==> src/rtl/dma_pkg.sv <==
// Shared constants for the DMA write path: bus width defaults and arbiter state encoding.
package dma_pkg;

    localparam int unsigned DmaDataW   = 256;
    localparam int unsigned DmaAddrW   = 32;
    localparam int unsigned DmaBcountW = 11;

    // Arbiter FSM encoding
    localparam logic [1:0] StIdle   = 2'd0;
    localparam logic [1:0] StGrant0 = 2'd1;
    localparam logic [1:0] StGrant1 = 2'd2;

endpackage

==> src/rtl/dma_rr_pick2.sv <==
// Two-way round-robin pick: a lone requester wins; on a tie the channel that did not
// win last time wins.
module dma_rr_pick2 (
    input  logic [1:0] req_i,
    input  logic       last_i,   // index of the most recent winner
    output logic [1:0] gnt_o     // one-hot winner, 2'b00 when nobody requests
);

    // Decode the request pair into a one-hot grant
    always_comb begin
        gnt_o = 2'b00;
        unique case (req_i)
            2'b01:   gnt_o = 2'b01;
            2'b10:   gnt_o = 2'b10;
            2'b11:   gnt_o = last_i ? 2'b01 : 2'b10;
            default: gnt_o = 2'b00;
        endcase
    end

endmodule

==> src/rtl/dma_wr_arbiter.sv <==
// Two-channel burst write arbiter onto one AVMM burst write master. A channel owns the
// master from arbitration until its last beat is accepted; bursts are never preempted.
module dma_wr_arbiter
    import dma_pkg::*;
#(
    parameter int unsigned DATA_W   = DmaDataW,
    parameter int unsigned ADDR_W   = DmaAddrW,
    parameter int unsigned BCOUNT_W = DmaBcountW
) (
    input  logic                clk,
    input  logic                reset_n,

    input  logic                ch0_write_i,
    input  logic [ADDR_W-1:0]   ch0_addr_i,
    input  logic [BCOUNT_W-1:0] ch0_bcount_i,
    input  logic [DATA_W-1:0]   ch0_data_i,
    output logic                ch0_wait_req_o,
    output logic                ch0_burst_done_o,

    input  logic                ch1_write_i,
    input  logic [ADDR_W-1:0]   ch1_addr_i,
    input  logic [BCOUNT_W-1:0] ch1_bcount_i,
    input  logic [DATA_W-1:0]   ch1_data_i,
    output logic                ch1_wait_req_o,
    output logic                ch1_burst_done_o,

    output logic                wr_master_write_o,
    output logic [ADDR_W-1:0]   wr_master_addr_o,
    output logic [BCOUNT_W-1:0] wr_master_bcount_o,
    output logic [DATA_W-1:0]   wr_master_data_o,
    input  logic                wr_master_wait_req_i,

    output logic [1:0]          grant_o
);

    logic [1:0]          state_q, state_d;
    logic                last_grant_q, last_grant_d;
    logic [BCOUNT_W-1:0] beats_left_q, beats_left_d;
    logic                first_beat_q, first_beat_d;

    logic [1:0] pick;
    logic       accept;
    logic       last_beat;
    logic       burst_end;

    dma_rr_pick2 u_pick (
        .req_i  ({ch1_write_i, ch0_write_i}),
        .last_i (last_grant_q),
        .gnt_o  (pick)
    );

    // Route the owning channel straight to the master; everything idles low otherwise
    always_comb begin
        wr_master_write_o  = 1'b0;
        wr_master_addr_o   = '0;
        wr_master_bcount_o = '0;
        wr_master_data_o   = '0;
        ch0_wait_req_o     = 1'b1;
        ch1_wait_req_o     = 1'b1;
        grant_o            = 2'b00;
        unique case (state_q)
            StGrant0: begin
                wr_master_write_o  = ch0_write_i;
                wr_master_addr_o   = ch0_addr_i;
                wr_master_bcount_o = ch0_bcount_i;
                wr_master_data_o   = ch0_data_i;
                ch0_wait_req_o     = wr_master_wait_req_i;
                grant_o            = 2'b01;
            end
            StGrant1: begin
                wr_master_write_o  = ch1_write_i;
                wr_master_addr_o   = ch1_addr_i;
                wr_master_bcount_o = ch1_bcount_i;
                wr_master_data_o   = ch1_data_i;
                ch1_wait_req_o     = wr_master_wait_req_i;
                grant_o            = 2'b10;
            end
            default: ;
        endcase
    end

    // Beat acceptance and end-of-burst detection; a bcount of 0 counts as a single beat
    always_comb begin
        accept    = wr_master_write_o & ~wr_master_wait_req_i;
        last_beat = first_beat_q ? (wr_master_bcount_o <= BCOUNT_W'(1))
                                 : (beats_left_q == BCOUNT_W'(1));
        burst_end = accept & last_beat;
        ch0_burst_done_o = burst_end & (state_q == StGrant0);
        ch1_burst_done_o = burst_end & (state_q == StGrant1);
    end

    // Next-state: arbitrate from idle, then count beats until the burst ends
    always_comb begin
        state_d      = state_q;
        last_grant_d = last_grant_q;
        beats_left_d = beats_left_q;
        first_beat_d = first_beat_q;
        unique case (state_q)
            StIdle: begin
                first_beat_d = 1'b1;
                if (pick[0]) begin
                    state_d      = StGrant0;
                    last_grant_d = 1'b0;
                end else if (pick[1]) begin
                    state_d      = StGrant1;
                    last_grant_d = 1'b1;
                end
            end
            StGrant0, StGrant1: begin
                if (accept) begin
                    first_beat_d = 1'b0;
                    if (first_beat_q) begin
                        beats_left_d = (wr_master_bcount_o == '0) ? '0
                                     : wr_master_bcount_o - BCOUNT_W'(1);
                    end else begin
                        beats_left_d = beats_left_q - BCOUNT_W'(1);
                    end
                    if (last_beat) begin
                        state_d      = StIdle;
                        first_beat_d = 1'b1;
                    end
                end
            end
            default: state_d = StIdle;
        endcase
    end

    // State registers; reset favours channel 0 in the first contest
    always_ff @(posedge clk or negedge reset_n) begin
        if (!reset_n) begin
            state_q      <= StIdle;
            last_grant_q <= 1'b1;
            beats_left_q <= '0;
            first_beat_q <= 1'b1;
        end else begin
            state_q      <= state_d;
            last_grant_q <= last_grant_d;
            beats_left_q <= beats_left_d;
            first_beat_q <= first_beat_d;
        end
    end

endmodule

==> config.mk <==
export PLATFORM = sky130hd
export DESIGN_NAME = dma_wr_arbiter
export DESIGN_NICKNAME = d
export VERILOG_FILES = /design/src/rtl/dma_pkg.sv /design/src/rtl/dma_rr_pick2.sv /design/src/rtl/dma_wr_arbiter.sv
export SDC_FILE = /design/constraint.sdc
export NUM_CORES = 1
export LEC_CHECK = 0
export ABC_AREA = 1
export CAP_MARGIN = 20
export CORE_AREA = 2 2 354 356
export DETAILED_ROUTE_END_ITERATION = 8
export DIE_AREA = 0 0 356 358
export PLACE_DENSITY = 0.33
export SLEW_MARGIN = 20
export SYNTH_ARGS = -nofsm -noshare
export SYNTH_HDL_FRONTEND = slang
export SYNTH_SLANG_ARGS = --single-unit
==> constraint.sdc <==
create_clock -name clk -period 2.7 [get_ports clk]
set_input_delay 0.54 -clock clk [delete_from_list [all_inputs] [get_ports clk]]
set_output_delay 0.54 -clock clk [all_outputs]
set_load 0.05 [all_outputs]
==> results.txt <==
Final Setup Violations -> 185
Netlist Area Pre-Place -> 5720 µm²
H-tree Lvls -> 1
CP max-delay cell -> dfrtp_1
Worst Setup EP -> wr_master_data_o[122]
slew margin rel. -> 0.470
data required time at the worst endpoint -> 2.16 ns
Tmin final -> 2.91 ns
syn nets -> 1,829
Final Cell Area -> 26,400 µm²
Nets -> 2,914
Vias -> 13,000
share of cells above drive strength 1 -> 0.467
Comb pwr share -> 0.968
worst setup path start -> state_q[1]$_DFFE_PN0P_
crit path kind -> flop to output port
CTS Buf Count -> 3
GRT Total Usage -> 0.152
Crit path arrival time -> 2.37 ns
area share of the largest cell type after synthesis -> 0.428
CTS Buffer Depth -> 2
slack of the critical path -> -0.207 ns
Critical Path Stages -> 9
multi-input logic area -> 7720 µm²
status -> finished with violations
max-cap viol count -> 0
FF-to-FF path depth -> 15
worst path cell trace -> inv_2, ha_4, clkinv_8, buf_4, buf_16, buf_16, a21oi_4, buf_6, buf_12
first-pass GRT wire length -> 128 mm
Die ar. -> 127,000 µm²
drt drc -> 0
most frequent cells in the layout -> clkdlybuf4s50_1 (602), nand2_1 (468), buf_12 (341), a21oi_4 (138), a21oi_2 (121)
internal reg-to-reg setup slack -> 0.33 ns
final count of hold timing violations -> 0
Yosys cell types -> 34
Layout fillers -> 13,600
Internal Power -> 10,200 µW
GRT overflow -> 0
clock slew at reported path FFs -> 0.05 ns
core area -> 123,000 µm²
fin. max-slew vios -> 0
pin count of the biggest net entering global routing -> 36
TNS Setup -> -13.37 ns
DIE HEIGHT -> 358 µm
IO Pins -> 909
register area share after synthesis -> 0.0661
Most common cell on crit path -> buf_16
Sw Share -> 0.563
DRT iter0 DRCs -> 710
initial antenna violation count -> 39
commonest non-fill, non-tap cell in the layout -> clkdlybuf4s50_1
reg-to-reg endpoint -> beats_left_q[10]$_DFFE_PN0P_
area delta synth->final -> 362%
latest clock arrival within the worst-skew pair -> 0.25 ns
CP Capture Type -> output port
worst r2r src -> state_q[1]$_DFFE_PN0P_
drt wl/cell -> 27.7 µm
Starting Density -> 0.0464
Clock Tree Root -> clkbuf_16
P_leak -> 0.00954 µW
Tcrit/Tclk final -> 1.08
hold crit path type -> flop to flop
clock network power share -> 0.013
leading area contributor after synthesis -> nand2_1
post-synthesis average cell area -> 4.70 µm²
YS warnings -> 0
port bufs -> 908
failing checks -> negative setup slack
Die X -> 356 µm
Top delay family on crit path -> buffers and inverters
Hold WS -> 0.529 ns
Seq cells post-synth -> 15
clock sink total -> 15
PwrDens -> 882 nW/µm²
Detailed Routing Iterations Pass 1 -> 5
Gate Count Post-Synth -> 1,216
startpoint types -> flop
vias in the first global route -> 12,600
GPL Wtd Cong -> 0.852
Reg power frac -> 0.019
Avg Vias per Cell -> 3.31
Post-DRT Antenna Nets -> 0
Max FO, Critical Path -> 28
switching power -> 13,100 µW
CP peak stage delay -> 0.37 ns
TritonCTS clock tree -> yes
f_max -> 344 MHz
post-DP HPWL -> 88.0 mm
RSZ-0062 raised after global routing -> yes
Worst-Margin Slew -> 0.792 ns
Rows -> 129
Post-DP Area -> 21,100 µm²
CP Buf/Inv Count -> 7
top post-synthesis cells by area -> nand2_1 (43%), a21oi_1 (26%), dfrtp_1 (5.7%), buf_2 (4.8%), inv_1 (2.4%)
WL final -> 109 mm
peak supply drop -> 0.725 mV
Worst Skew -> 0.00772 ns
Seq. cell area -> 378 µm²
[registers in the layout, indices dropped and copies added (netlist names)]
signal and cells:
last_grant_q 1, first_beat_q 1, beats_left_q 11, state_q 2
[power by group through the flow]
stage	sequential (µW)	combinational (µW)	clock (µW)
after floorplan	413	7530	0
after CTS	451	19200	308
after global routing	472	23500	314
after global placement	454	16800	0
after detailed placement	459	16700	0
final	453	22600	305
[stage by stage]
stage               power [µW]  utilization  cells  setup slack, ns
floorplan                 7950            -   1216          -0.0394
global placement         17300        0.171   3812           -0.321
detailed placement       17200        0.171   3812           -0.339
CTS                      19900        0.185   3855           -0.169
global route             24300        0.214   3940           -0.247
finish                   23300        0.214   3946           -0.207
[cell families after synthesis]
kind of cell	share of synthesized area
AOI/OAI and AO/OA	0.297
buffers and inverters	0.110
xor gates and xnor gates	0.0122
and+or+nand+nor	0.492
adders and majority gates	0.0219
DFF	0.0661
[worst min-delay path, delay by kind of cell (launching register included)]
family / cells / cell delay [ns]
compound gates: 1 / 0.10
flops: 1 / 0.36
buf+inv: 1 / 0.05
[synthesized netlist by cell type]
cell / n
clkbuf_1: 28
nand3_2: 3
nor2_2: 2
buf_2: 55
o21ai_0: 7
a2bb2oi_1: 1
inv_2: 2
nand2_1: 652
nand4_2: 1
o21a_1: 1
buf_1: 14
or2_2: 2
xor2_1: 8
a22oi_2: 4
nor2_1: 29
o21ai_1: 6
nor2_4: 3
dfstp_2: 2
inv_1: 36
o21bai_1: 1
a21oi_2: 6
clkinv_2: 1
inv_6: 1
buf_6: 3
nand2_2: 12
o22ai_2: 1
dfrtp_1: 13
a21oi_1: 299
ha_1: 10
nand3_1: 4
nand4_1: 4
buf_4: 1
nor3_1: 1
nand2_4: 3
[worst min path at each step]
stage | start | endpoint | slack [ns] | cells after the start
floorplan | reset_n | beats_left_q[0]$_DFFE_PN0P_ | 0.24 | 0
detailed placement | last_grant_q$_DFFE_PN1P_ | last_grant_q$_DFFE_PN1P_ | 0.53 | 2
global route | last_grant_q$_DFFE_PN1P_ | last_grant_q$_DFFE_PN1P_ | 0.57 | 2
CTS | last_grant_q$_DFFE_PN1P_ | last_grant_q$_DFFE_PN1P_ | 0.53 | 2
global placement | last_grant_q$_DFFE_PN1P_ | last_grant_q$_DFFE_PN1P_ | 0.51 | 2
finish | last_grant_q$_DFFE_PN1P_ | last_grant_q$_DFFE_PN1P_ | 0.53 | 2
[what timing repair did]
action                                  4_1_cts  5_1_grt
setup buffers                                23       65
cloned                                       16       29
resized for setup                           249      541
endpoints found under the setup margin      253      249
pin swaps                                    28      161
hold buffers                                  0        0
[final cells by class]
type,instances,area share
repair buffers,1181,0.606
multi-input cells,1060,0.292
well taps,1637,0.0775
flip-flops and latches,15,0.0143
inverters,40,0.00639
clock buffers,3,0.00284
diodes,9,0.000852
clock inverters,1,0.000189
[metal layers]
layer	track usage	vias to the layer above	routed length, µm
met5	0	-	294
met4	0.0168	46	1660
met3	0.0436	102	8220
met2	0.255	607	51700
met1	0.197	6212	47300
li1	-	6081	-
(Power assumes the default switching activity.)
